$ cat src/rtl/fir_pkg.sv
// fir_pkg
//   Shared types and constants for the FIR tap accumulator.
//   - fir_state_t : sequencing FSM states
//   - MUL_LATENCY : start-edge to done latency of the shared multiplier
//   - acc_width() : accumulator width that cannot overflow for a given
//                   sample width and tap count
package fir_pkg;

  typedef enum logic [1:0] {
    ST_IDLE  = 2'd0,
    ST_ISSUE = 2'd1,
    ST_WAIT  = 2'd2,
    ST_OUT   = 2'd3
  } fir_state_t;

  // The multiplier raises done in the 5th cycle after it samples start, so
  // one tap (issue cycle + wait) costs MUL_LATENCY + 1 cycles.
  localparam int MUL_LATENCY = 5;

  // Full-precision product plus one bit per doubling of the tap count.
  function automatic int acc_width(input int width, input int taps);
    return 2 * width + $clog2(taps);
  endfunction

endpackage

$ cat src/rtl/fir_delay_line.sv
// fir_delay_line
//   TAPS-deep shift register of WIDTH-bit samples. A new sample enters at
//   index 0 and older samples move up one slot; the oldest is dropped.
//   Ports:
//     clk, reset   clock / asynchronous active-high reset (clears the line)
//     shift_en     shift shift_in into slot 0 this cycle
//     shift_in     incoming sample
//     rd_idx       slot to read (0 = newest)
//     rd_data      contents of slot rd_idx (combinational read)
module fir_delay_line #(
  parameter int WIDTH = 16,
  parameter int TAPS  = 8
) (
  input  logic                    clk,
  input  logic                    reset,
  input  logic                    shift_en,
  input  logic [WIDTH-1:0]        shift_in,
  input  logic [$clog2(TAPS)-1:0] rd_idx,
  output logic [WIDTH-1:0]        rd_data
);

  logic [TAPS-1:0][WIDTH-1:0] line;

  always_ff @(posedge clk or posedge reset) begin
    if (reset)         line <= '0;
    else if (shift_en) line <= {line[TAPS-2:0], shift_in};
  end

  assign rd_data = line[rd_idx];

endmodule

$ cat src/rtl/fir_tap_accumulator.sv
// fir_tap_accumulator
//   Sequencing and accumulation around a shared pipelined multiplier.
//   Each accepted sample is shifted into the delay line, then one multiply
//   per tap (x[k]*c[k]) is issued with a one-cycle start pulse and its
//   product is summed into a sign-extended accumulator. The finished sum is
//   offered on a valid/ready port; no new sample is taken until it is
//   consumed.
//   Ports:
//     clk, reset                   clock / asynchronous active-high reset
//     in_valid, in_sample, in_ready  sample input (ready only while idle)
//     coef_we, coef_addr, coef_data  coefficient write, honoured while idle
//     mul_inp1, mul_inp2           multiplier operands x[idx], c[idx]
//     mul_start                    one-cycle start pulse
//     mul_done, mul_product        multiplier result handshake
//     out_valid, out_data, out_ready filter output
module fir_tap_accumulator
  import fir_pkg::*;
#(
  parameter int WIDTH     = 16,
  parameter int TAPS      = 8,
  parameter int ACC_WIDTH = acc_width(WIDTH, TAPS)
) (
  input  logic                    clk,
  input  logic                    reset,
  input  logic                    in_valid,
  input  logic [WIDTH-1:0]        in_sample,
  output logic                    in_ready,
  input  logic                    coef_we,
  input  logic [$clog2(TAPS)-1:0] coef_addr,
  input  logic [WIDTH-1:0]        coef_data,
  output logic [WIDTH-1:0]        mul_inp1,
  output logic [WIDTH-1:0]        mul_inp2,
  output logic                    mul_start,
  input  logic                    mul_done,
  input  logic [2*WIDTH-1:0]      mul_product,
  output logic                    out_valid,
  output logic [ACC_WIDTH-1:0]    out_data,
  input  logic                    out_ready
);

  localparam int                IDX_W    = $clog2(TAPS);
  localparam logic [IDX_W-1:0]  LAST_IDX = IDX_W'(TAPS - 1);
  localparam logic [IDX_W:0]    TAPS_CNT = (IDX_W + 1)'(TAPS);

  fir_state_t                 state;
  logic [IDX_W-1:0]           idx;
  logic [ACC_WIDTH-1:0]       acc;
  logic [TAPS-1:0][WIDTH-1:0] coef;

  logic                       accept;
  logic                       coef_hit;
  logic [WIDTH-1:0]           x_rd;
  logic [ACC_WIDTH-1:0]       prod_sext;

  assign accept   = (state == ST_IDLE) && in_valid;
  // Out-of-range addresses only exist when TAPS is not a power of two.
  assign coef_hit = coef_we && (state == ST_IDLE) && ({1'b0, coef_addr} < TAPS_CNT);

  assign prod_sext = {{(ACC_WIDTH - 2*WIDTH){mul_product[2*WIDTH-1]}}, mul_product};

  fir_delay_line #(
    .WIDTH (WIDTH),
    .TAPS  (TAPS)
  ) u_delay (
    .clk      (clk),
    .reset    (reset),
    .shift_en (accept),
    .shift_in (in_sample),
    .rd_idx   (idx),
    .rd_data  (x_rd)
  );

  // Operands follow idx directly. idx only moves on the done edge, so they
  // are stable for the whole issue + wait window of a tap.
  assign mul_inp1 = x_rd;
  assign mul_inp2 = coef[idx];
  assign out_data = acc;

  // Coefficient store. A write in the accept cycle lands on the same edge
  // as the shift, so the first issue already sees the new value.
  always_ff @(posedge clk or posedge reset) begin
    if (reset)         coef <= '0;
    else if (coef_hit) coef[coef_addr] <= coef_data;
  end

  always_ff @(posedge clk or posedge reset) begin
    if (reset) begin
      state     <= ST_IDLE;
      idx       <= '0;
      acc       <= '0;
      in_ready  <= 1'b1;
      mul_start <= 1'b0;
      out_valid <= 1'b0;
    end else begin
      case (state)
        ST_IDLE: begin
          if (in_valid) begin
            acc       <= '0;
            idx       <= '0;
            in_ready  <= 1'b0;
            mul_start <= 1'b1;
            state     <= ST_ISSUE;
          end
        end
        ST_ISSUE: begin
          mul_start <= 1'b0;
          state     <= ST_WAIT;
        end
        ST_WAIT: begin
          if (mul_done) begin
            acc <= acc + prod_sext;
            if (idx == LAST_IDX) begin
              out_valid <= 1'b1;
              state     <= ST_OUT;
            end else begin
              // The done cycle is the multiplier's last busy cycle, so the
              // next start lands exactly as it returns to idle.
              idx       <= idx + 1'b1;
              mul_start <= 1'b1;
              state     <= ST_ISSUE;
            end
          end
        end
        ST_OUT: begin
          if (out_ready) begin
            out_valid <= 1'b0;
            in_ready  <= 1'b1;
            state     <= ST_IDLE;
          end
        end
        default: begin
          state     <= ST_IDLE;
          in_ready  <= 1'b1;
          mul_start <= 1'b0;
          out_valid <= 1'b0;
        end
      endcase
    end
  end

endmodule

$ cat config.mk
export PLATFORM = sky130hd
export DESIGN_NAME = fir_tap_accumulator
export DESIGN_NICKNAME = d
export VERILOG_FILES = /design/src/rtl/fir_pkg.sv /design/src/rtl/fir_delay_line.sv /design/src/rtl/fir_tap_accumulator.sv
export SDC_FILE = /design/constraint.sdc
export NUM_CORES = 1
export LEC_CHECK = 0
export CAP_MARGIN = 20
export CORE_ASPECT_RATIO = 0.75
export CORE_MARGIN = 2
export CORE_UTILIZATION = 40
export DETAILED_ROUTE_END_ITERATION = 10
export SLEW_MARGIN = 0
export SYNTH_ARGS = -nofsm -noshare
export SYNTH_HDL_FRONTEND = slang
export SYNTH_SLANG_ARGS = --single-unit
$ cat constraint.sdc
create_clock -name clk -period 12.4 [get_ports clk]
set_input_delay 1.86 -clock clk [delete_from_list [all_inputs] [get_ports clk]]
set_output_delay 1.86 -clock clk [all_outputs]
set_load 0.02 [all_outputs]
==> results of run 1 <==
## logic make-up after synthesis
group | Yosys count | synth area share (%)
xor gates and xnor gates | 29 | 1.72
adders and majority gates | 37 | 3.18
muxes | 354 | 31.8
buffers and inverters | 73 | 2.11
DFF | 299 | 50.6
AOI/OAI and AO/OA | 145 | 6.17
and+or+nand+nor | 139 | 4.45
## area by class of cell
type | count | area (um^2) | share of cell area, %
Clock buffer | 47 | 981 | 5.45
Clock inverter | 13 | 269 | 1.50
Inverter | 17 | 71.3 | 0.397
Multi-Input combinational cell | 704 | 7010 | 39.0
Sequential cell | 299 | 7490 | 41.7
Tap cell | 496 | 621 | 3.45
Timing Repair Buffer | 154 | 1540 | 8.56
## per-stage QoR
step | util, % | instance area (um^2)
after floorplan | - | 14800
after global placement | 46.1 | 16700
after detailed placement | 46.1 | 16700
after CTS | 49.6 | 17900
after global routing | 49.7 | 18000
final | 49.7 | 18000
## path summary, 6_finish.rpt
path	start	end	cells after the start
setup reg to reg	state[1]$_DFFE_PP0P_	u_delay.line[90]$_DFFE_PP0P_	5
min in group asynchronous	reset	out_data[27]$_DFFE_PP0P_	2
hold / removal	coef[34]$_DFFE_PP0P_	coef[34]$_DFFE_PP0P_	1
setup / recovery	idx[0]$_DFFE_PP0P_	mul_inp2[1]	4
hold reg to reg	coef[34]$_DFFE_PP0P_	coef[34]$_DFFE_PP0P_	1
max in group asynchronous	reset	u_delay.line[31]$_DFFE_PP0P_	5
## per-layer routing
layer | routed length, um | up-vias
li1 | - | 4288
met5 | 20 | -
met4 | 630 | 4
met1 | 16500 | 4716
met3 | 1500 | 50
met2 | 14500 | 138
## where the power goes
group / switching, W / internal [W] / total (W)
registers: 0.000316 / 0.00146 / 0.00177
logic: 0.000939 / 0.00120 / 0.00214
clock network: 0.000403 / 0.000720 / 0.00112
total: 0.00166 / 0.00338 / 0.00503
## state kept, by name (all words and copies together), names as in the netlist
name / cells
in_ready: 1
mul_start: 1
coef: 128
u_delay.line: 128
out_data: 35
state: 2
out_valid: 1
idx: 3
## cell usage in the layout (no fill, tap or decap), types with 9 or more instances in the layout
cell type,count
a21oi_1,39
buf_4,10
clkbuf_16,35
clkdlybuf4s50_1,142
dfrtp_1,295
ha_1,36
inv_1,16
mux2_2,289
mux4_2,64
nand2_1,69
nand3_1,9
nor2_1,19
o21ai_0,44
o21ai_1,9
xnor2_1,21
==> results.py, run 1 <==
metrics = {
    "status": {
        "status": "completed",
    },
    "sta": {
        "setup_tns_ns": 0,
        "finalCriticalPeriod_ns": 5.34,
        "skew_ns": 0.0120,
        "max_freq_ghz": 0.187,
        "drv_slew": 0,
        "fin_crit_sh_pct": 43.1,
        "finalSetupViolations": 0,
        "holdWs_ns": 0.500,
        "relSlewSlack_pct": 24.5,
        "rsz0062_at_grt": "false",
        "layout_setup_ws_ns": 7.06,
        "tightest_slew_ns": 1.13,
        "finalHoldViolations": 0,
    },
    "grt": {
        "grt-ovfl-total": 0,
        "met3_usage_pct": 3.54,
        "antenna_found_initial": 2,
        "grt.met2_usage_pct": 26.2,
        "grt.busiest_layer": "met1",
        "grt_max_degree": 95,
        "grt_use_met1_pct": 26.6,
        "track_usage_pct": 17.7,
        "grt_pass1_wl_mm": 53.5,
        "grt_pass1_vias": 9356,
    },
    "synth": {
        "avgSynthCellArea_um2": 13.8,
        "synth_nets": 1186,
        "yosys.cell_count.top_type": "dfrtp_1",
        "ys_types": 62,
        "seq_area_frac_synth_pct": 50.6,
        "synth.largest_area_cell": "dfrtp_1",
        "synth-seq-cells": 299,
        "async_flop_share_pct": 100,
        "synth_edf_count": 0,
        "ys.flop_type": "dfrtp_1",
        "synth_area_leaders": "dfrtp_1, mux2_2, mux4_2",
        "synth_commonest_cells": "dfrtp_1, mux2_2, nand2_1",
        "synthesis.area_um2": 14800,
        "ys.warnings.count": 0,
        "synth_cells": 1076,
        "netlist.area_leader.share_pct": 50.4,
    },
    "placement": {
        "io_buffers": 142,
        "pre_cts_ws_ns": 7.52,
        "gp_congestion": 0.790,
        "dp.cells": 1668,
        "post-dp-hpwl_mm": 21.0,
    },
    "layout": {
        "drive_above_1_share_pct": 35.4,
        "nets": 1320,
        "fin_cells": 1730,
        "diodes": 0,
        "nFillCells": 3146,
        "synthToLayoutAreaGrowth_pct": 21.5,
    },
    "drt": {
        "drc": 0,
        "drt_iter0_markers": 466,
        "avgRoutedWirePerCell_um": 19.2,
        "num_vias": 9196,
        "route.antenna.remaining_nets": 0,
        "avgViaCountPerCell": 5.32,
        "first_pass_iters": 4,
        "drt-total-wl_mm": 33.2,
    },
    "clock_network": {
        "cts_setup_buffers": 0,
        "numCtsBuffers": 34,
        "ctsResizeCount": 0,
        "clk_pin_slew_worst_paths_ns": 0.06,
        "cts-root-buf": "clkbuf_16",
        "clock_sinks": 299,
        "clockBufferDepth": 3,
        "cts_tree": "yes",
        "postCtsHoldBufs": 0,
        "cts_max_level": 2,
        "clk_latency_ns": 0.51,
    },
    "worst_setup_path": {
        "cp_cell_sequence": "buf_4 > mux4_2 > mux2_2 > clkdlybuf4s50_1",
        "worst-path-buf-inv": 2,
        "cp_top_family": "buffers and inverters",
        "path_max_fanout": 50,
        "slowest_delay_ns": 0.82,
        "start_kind": "register",
        "critPathKind": "reg -> out",
        "r2r_slack_ns": 9.45,
        "end_kind": "output port",
        "required_ns": 10.54,
        "critPathArrivalTime_ns": 3.48,
        "cpMaxStageDelayCell": "buf_4",
    },
    "job": {
        "max-cap-violations": 0,
    },
    "power_and_ir_drop": {
        "power_w": 0.00503,
        "powerDensity_nw_per_um2": 280,
        "leakage_nw": 7.52,
        "peakVddDrop_v": 0.000174,
    },
    "floorplanning": {
        "die-area_um2": 38600,
        "fp-row-count": 60,
        "dieHeight_um": 171,
        "pin_count": 143,
        "initial_core_util_pct": 40.9,
        "die_w_um": 226,
        "core_area_um2": 36200,
    },
    "min_path": {
        "min_path_type": "reg -> reg",
    },
}
(Power assumes the default switching activity.)
==> run 2: changes to the inputs <==
==> constraint.sdc (replaced) <==
create_clock -name clk -period 5.3 [get_ports clk]
set_input_delay 0.795 -clock clk [delete_from_list [all_inputs] [get_ports clk]]
set_output_delay 0.795 -clock clk [all_outputs]
set_load 0.02 [all_outputs]
==> run 2 against run 1 <==
Compared with the run above: flip-flop and latch count unchanged; core utilization fell by 0.43 points; non-clock buffer count stayed put; sequential share of layout area up 0.36 points; clock power increased by 110%; register-to-register slack lost 7.0 ns; sequential power rose by 140%; global-route usage down 0.16 points; hold slack about the same; clock skew grew 0.0014 ns; worst setup slack got worse by 5.8 ns.
==> results.py, run 2 (synthesized netlist as in run 1, its figures left out) <==
metrics = {
    "status": {
        "status": "completed",
    },
    "drt": {
        "first_pass_iters": 4,
        "avgViaCountPerCell": 5.31,
        "drc": 0,
        "num_vias": 9178,
        "drt-total-wl_mm": 32.8,
        "drt_iter0_markers": 532,
        "route.antenna.remaining_nets": 0,
        "avgRoutedWirePerCell_um": 19.0,
    },
    "placement": {
        "gp_congestion": 0.804,
        "io_buffers": 142,
        "post-dp-hpwl_mm": 20.8,
        "pre_cts_ws_ns": 1.69,
        "place_area_um2": 16700,
    },
    "clock_network": {
        "numCtsBuffers": 34,
        "clk_latency_ns": 0.53,
        "postCtsHoldBufs": 0,
        "cts_tree": "yes",
        "ctsResizeCount": 0,
        "clk_pin_slew_worst_paths_ns": 0.06,
        "cts_setup_buffers": 0,
        "cts-root-buf": "clkbuf_16",
        "clock_sinks": 299,
        "cts_max_level": 2,
        "clockBufferDepth": 3,
    },
    "sta": {
        "relSlewSlack_pct": 23.8,
        "drv_slew": 0,
        "fin_crit_sh_pct": 75.6,
        "layout_setup_ws_ns": 1.30,
        "finalHoldViolations": 0,
        "rsz0062_at_grt": "false",
        "tightest_slew_ns": 1.14,
        "finalCriticalPeriod_ns": 4.00,
        "setup_tns_ns": 0,
        "skew_ns": 0.0134,
        "finalSetupViolations": 0,
        "max_freq_ghz": 0.250,
    },
    "min_path": {
        "holdCritStartpoint": "coef[37]$_DFFE_PP0P_",
        "min_path_type": "reg -> reg",
        "hold_end": "coef[37]$_DFFE_PP0P_",
        "hold_depth": 1,
    },
    "worst_setup_path": {
        "rr_endpoint": "out_data[20]$_DFFE_PP0P_",
        "rr_startpoint": "out_data[0]$_DFFE_PP0P_",
        "cp_top_family": "flip-flops",
        "crit_cells": 4,
        "start_kind": "register",
        "end_kind": "output port",
        "r2r_slack_ns": 2.48,
        "slowest_delay_ns": 0.89,
        "critPathKind": "reg -> out",
        "critPathArrivalTime_ns": 3.21,
        "required_ns": 4.51,
        "cp_cell_sequence": "buf_12 > mux4_2 > mux2_2 > clkdlybuf4s50_1",
        "cpMaxStageDelayCell": "dfrtp_4",
        "worst-path-buf-inv": 2,
        "rr_worst_depth": 10,
        "path_max_fanout": 34,
    },
    "floorplanning": {
        "dieHeight_um": 171,
        "die_w_um": 226,
        "initial_core_util_pct": 40.9,
        "fp-row-count": 60,
        "die-area_um2": 38600,
        "pin_count": 143,
        "core_area_um2": 36200,
    },
    "power_and_ir_drop": {
        "leakage_nw": 7.44,
        "peakVddDrop_v": 0.000335,
        "powerDensity_nw_per_um2": 642,
    },
    "layout": {
        "nFillCells": 3218,
        "final_cell_mix": "dfrtp_1, mux2_2, clkdlybuf4s50_1",
        "synthToLayoutAreaGrowth_pct": 20.5,
        "diodes": 0,
        "fin_area_um2": 17800,
        "ff_latch_area_um2": 7490,
        "drive_above_1_share_pct": 35.2,
        "nets": 1320,
        "multi_input_area_um2": 7010,
        "final_common_cell": "dfrtp_1",
    },
    "grt": {
        "antenna_found_initial": 0,
        "grt_pass1_wl_mm": 53.2,
        "track_usage_pct": 17.5,
        "grt_pass1_vias": 9561,
        "grt_max_degree": 132,
        "grt-ovfl-total": 0,
    },
    "job": {
        "max-cap-violations": 0,
    },
}
==> run 2: worst max path at each step <==
stage,start,end,slack (ns)
after floorplan,reset,coef[0]$_DFFE_PP0P_,0.53
after global placement,mul_product[0],out_data[20]$_DFFE_PP0P_,1.67
after detailed placement,mul_product[0],out_data[20]$_DFFE_PP0P_,1.69
after CTS,idx[0]$_DFFE_PP0P_,mul_inp1[0],1.22
after global routing,idx[0]$_DFFE_PP0P_,mul_inp1[2],1.12
final,idx[0]$_DFFE_PP0P_,mul_inp1[0],1.30
==> run 2: layout make-up <==
| cell class | count | area share [%] |
|---|---|---|
| sequential | 299 | 42.0 |
| tap | 496 | 3.48 |
| inverter | 17 | 0.379 |
| clock buffer | 46 | 5.30 |
| timing repair buffer | 154 | 8.80 |
| clock inverter | 11 | 0.695 |
| multi-input combinational | 704 | 39.3 |
==> run 2: through the flow <==
stage               power [W]  instances  utilization (%)  hold slack [ns]
floorplan             0.00764       1076                -            0.474
global placement      0.00910       1669             46.2            0.482
detailed placement    0.00922       1669             46.2            0.487
CTS                    0.0116       1726             49.2            0.500
global route           0.0122       1727             49.3            0.505
finish                 0.0114       1727             49.3            0.499
==> run 2: where the power goes <==
| part | total [W] | internal [W] | switching, W |
|---|---|---|---|
| Sequential | 0.00425 | 0.00341 | 0.000843 |
| Combinational | 0.00490 | 0.00282 | 0.00208 |
| Clock | 0.00230 | 0.00135 | 0.000949 |
==> run 2: worst reg2reg max path: stages (launching register included) <==
cell	delay, ns
dfrtp_1	0.40
ha_1	0.24
fa_1	0.41
a21oi_1	0.25
o211ai_1	0.16
and3b_1	0.24
or2_2	0.30
o21ai_1	0.29
o221ai_1	0.17
xnor2_1	0.15
o21ai_0	0.08
==> run 2: per-layer routing <==
metal,track usage (%),routed length [um],up-vias
met5,0,0,-
met4,4.41,606,0
met3,3.19,1210,45
met2,27.2,14900,131
met1,25.4,16200,4719
li1,-,-,4283
==> run 3: changes to the inputs <==
==> constraint.sdc (replaced) <==
create_clock -name clk -period 3.9 [get_ports clk]
set_input_delay 0.585 -clock clk [delete_from_list [all_inputs] [get_ports clk]]
set_output_delay 0.585 -clock clk [all_outputs]
set_load 0.02 [all_outputs]
==> run 3 against run 2 <==
Compared with the run above: worst setup slack lost 0.98 ns; critical endpoint is now mul_inp1[1]; critical path depth is the same; die area is the same; largest power group unchanged; global-route usage grew 0.17 points; via count grew 0.80%.
==> results.py, run 3 (synthesized netlist as in run 1, its figures left out) <==
metrics = {
    "min_path": {
        "hold_depth": 1,
        "hold_end": "coef[47]$_DFFE_PP0P_",
        "min_path_type": "reg -> reg",
        "holdCritStartpoint": "coef[47]$_DFFE_PP0P_",
    },
    "grt": {
        "grt_pass1_vias": 9521,
        "grt_pass1_wl_mm": 53.4,
        "antenna_found_initial": 0,
        "track_usage_pct": 17.7,
        "grt-ovfl-total": 0,
        "grt_max_degree": 129,
    },
    "worst_setup_path": {
        "path_max_fanout": 32,
        "rr_endpoint": "out_data[20]$_DFFE_PP0P_",
        "rr_worst_depth": 10,
        "cp_top_family": "buffers and inverters",
        "worst-path-buf-inv": 2,
        "r2r_slack_ns": 1.04,
        "critPathKind": "reg -> out",
        "end_kind": "output port",
        "rr_startpoint": "out_data[0]$_DFFE_PP0P_",
        "cpMaxStageDelayCell": "dfrtp_4",
        "cp_cell_sequence": "buf_4 > mux4_2 > mux2_2 > clkdlybuf4s50_1",
        "start_kind": "register",
        "slowest_delay_ns": 0.80,
        "required_ns": 3.31,
        "critPathArrivalTime_ns": 3.00,
    },
    "clock_network": {
        "cts_setup_buffers": 0,
        "clk_latency_ns": 0.52,
        "cts_tree": "yes",
        "cts-root-buf": "clkbuf_16",
        "clock_sinks": 299,
        "clk_pin_slew_worst_paths_ns": 0.06,
        "postCtsHoldBufs": 0,
        "cts_max_level": 2,
        "ctsResizeCount": 0,
        "clockBufferDepth": 3,
        "numCtsBuffers": 34,
    },
    "drt": {
        "num_vias": 9251,
        "route.antenna.remaining_nets": 0,
        "drt_iter0_markers": 602,
        "avgViaCountPerCell": 5.31,
        "first_pass_iters": 4,
        "drt-total-wl_mm": 33.1,
        "avgRoutedWirePerCell_um": 19.0,
        "drc": 0,
    },
    "sta": {
        "drv_slew": 0,
        "relSlewSlack_pct": 33.9,
        "finalHoldViolations": 0,
        "layout_setup_ws_ns": 0.319,
        "max_freq_ghz": 0.279,
        "finalCriticalPeriod_ns": 3.58,
        "fin_crit_sh_pct": 91.8,
        "rsz0062_at_grt": "false",
        "skew_ns": 0.00941,
        "tightest_slew_ns": 0.991,
        "finalSetupViolations": 0,
    },
    "floorplanning": {
        "dieHeight_um": 171,
        "core_area_um2": 36200,
        "pin_count": 143,
        "die-area_um2": 38600,
        "fp-row-count": 60,
        "initial_core_util_pct": 40.9,
        "die_w_um": 226,
    },
    "job": {
        "max-cap-violations": 0,
    },
    "placement": {
        "io_buffers": 142,
        "dp.cells": 1681,
        "gp_congestion": 0.811,
        "pre_cts_ws_ns": 0.435,
        "post-dp-hpwl_mm": 21.1,
    },
    "layout": {
        "final_common_cell": "dfrtp_1",
        "nets": 1332,
        "synthToLayoutAreaGrowth_pct": 21.9,
        "ff_latch_area_um2": 7490,
        "nFillCells": 3212,
        "final_cell_mix": "dfrtp_1, mux2_2, clkdlybuf4s50_1",
        "fin_cells": 1742,
        "diodes": 0,
        "multi_input_area_um2": 7010,
        "drive_above_1_share_pct": 36.0,
    },
    "power_and_ir_drop": {
        "clockPowerShare_pct": 20.3,
        "sw_frac_of_total_pct": 33.9,
        "peakVddDrop_v": 0.000475,
        "p_sw_w": 0.00533,
        "pwr-share-comb_pct": 43.6,
        "p_int_w": 0.0104,
        "powerDensity_nw_per_um2": 870,
        "leakage_nw": 7.53,
        "power.share.sequential_pct": 36.1,
    },
    "status": {
        "status": "completed",
    },
}
[run 3: per-layer routing]
metal / part of all wire [%] / GRT usage (%) / vias to the layer above
met5: 0 / 0 / -
met4: 1.6 / 4.29 / 0
met3: 3.7 / 2.59 / 45
met2: 45 / 27.2 / 153
met1: 50 / 26.4 / 4751
li1: - / - / 4302
[run 3: cell type report]
cell class | count | share of cell area, %
sequential | 299 | 41.5
tap | 496 | 3.44
multi-input combinational | 704 | 38.9
clock inverter | 14 | 0.833
clock buffer | 46 | 5.30
inverter | 17 | 0.375
timing repair buffer | 166 | 9.62
[run 3: through the flow]
step                power (W)  setup TNS (ns)  instance area (um^2)  utilization (%)  hold WS (ns)
floorplan              0.0104         -195.86                 14800                -         0.474
global placement       0.0124               0                 16900             46.7         0.482
detailed placement     0.0126               0                 16900             46.7         0.489
CTS                    0.0159               0                 18000             49.8         0.503
global route           0.0167               0                 18000             49.8         0.512
finish                 0.0157               0                 18000             49.8         0.501
[run 3: worst max-delay path by stage]
stage | from | end | slack (ns) | depth (start not counted)
4_1_cts | idx[1]$_DFFE_PP0P_ | mul_inp1[1] | 0.25 | 4
2_1_floorplan | reset | coef[0]$_DFFE_PP0P_ | -0.66 | 1
5_1_grt | idx[1]$_DFFE_PP0P_ | mul_inp1[1] | 0.20 | 4
3_5_place_dp | mul_product[0] | out_data[18]$_DFFE_PP0P_ | 0.43 | 11
6_report | idx[1]$_DFFE_PP0P_ | mul_inp1[1] | 0.32 | 4
3_3_place_gp | mul_product[0] | out_data[20]$_DFFE_PP0P_ | 0.49 | 11
[run 3: power by group through the flow]
| stage | registers, W | logic (W) | clock network, W |
|---|---|---|---|
| after floorplan | 0.00550 | 0.00488 | 0 |
| after global placement | 0.00567 | 0.00678 | 0 |
| after detailed placement | 0.00571 | 0.00686 | 0 |
| after CTS | 0.00567 | 0.00691 | 0.00329 |
| after global routing | 0.00589 | 0.00742 | 0.00341 |
| final | 0.00567 | 0.00684 | 0.00318 |
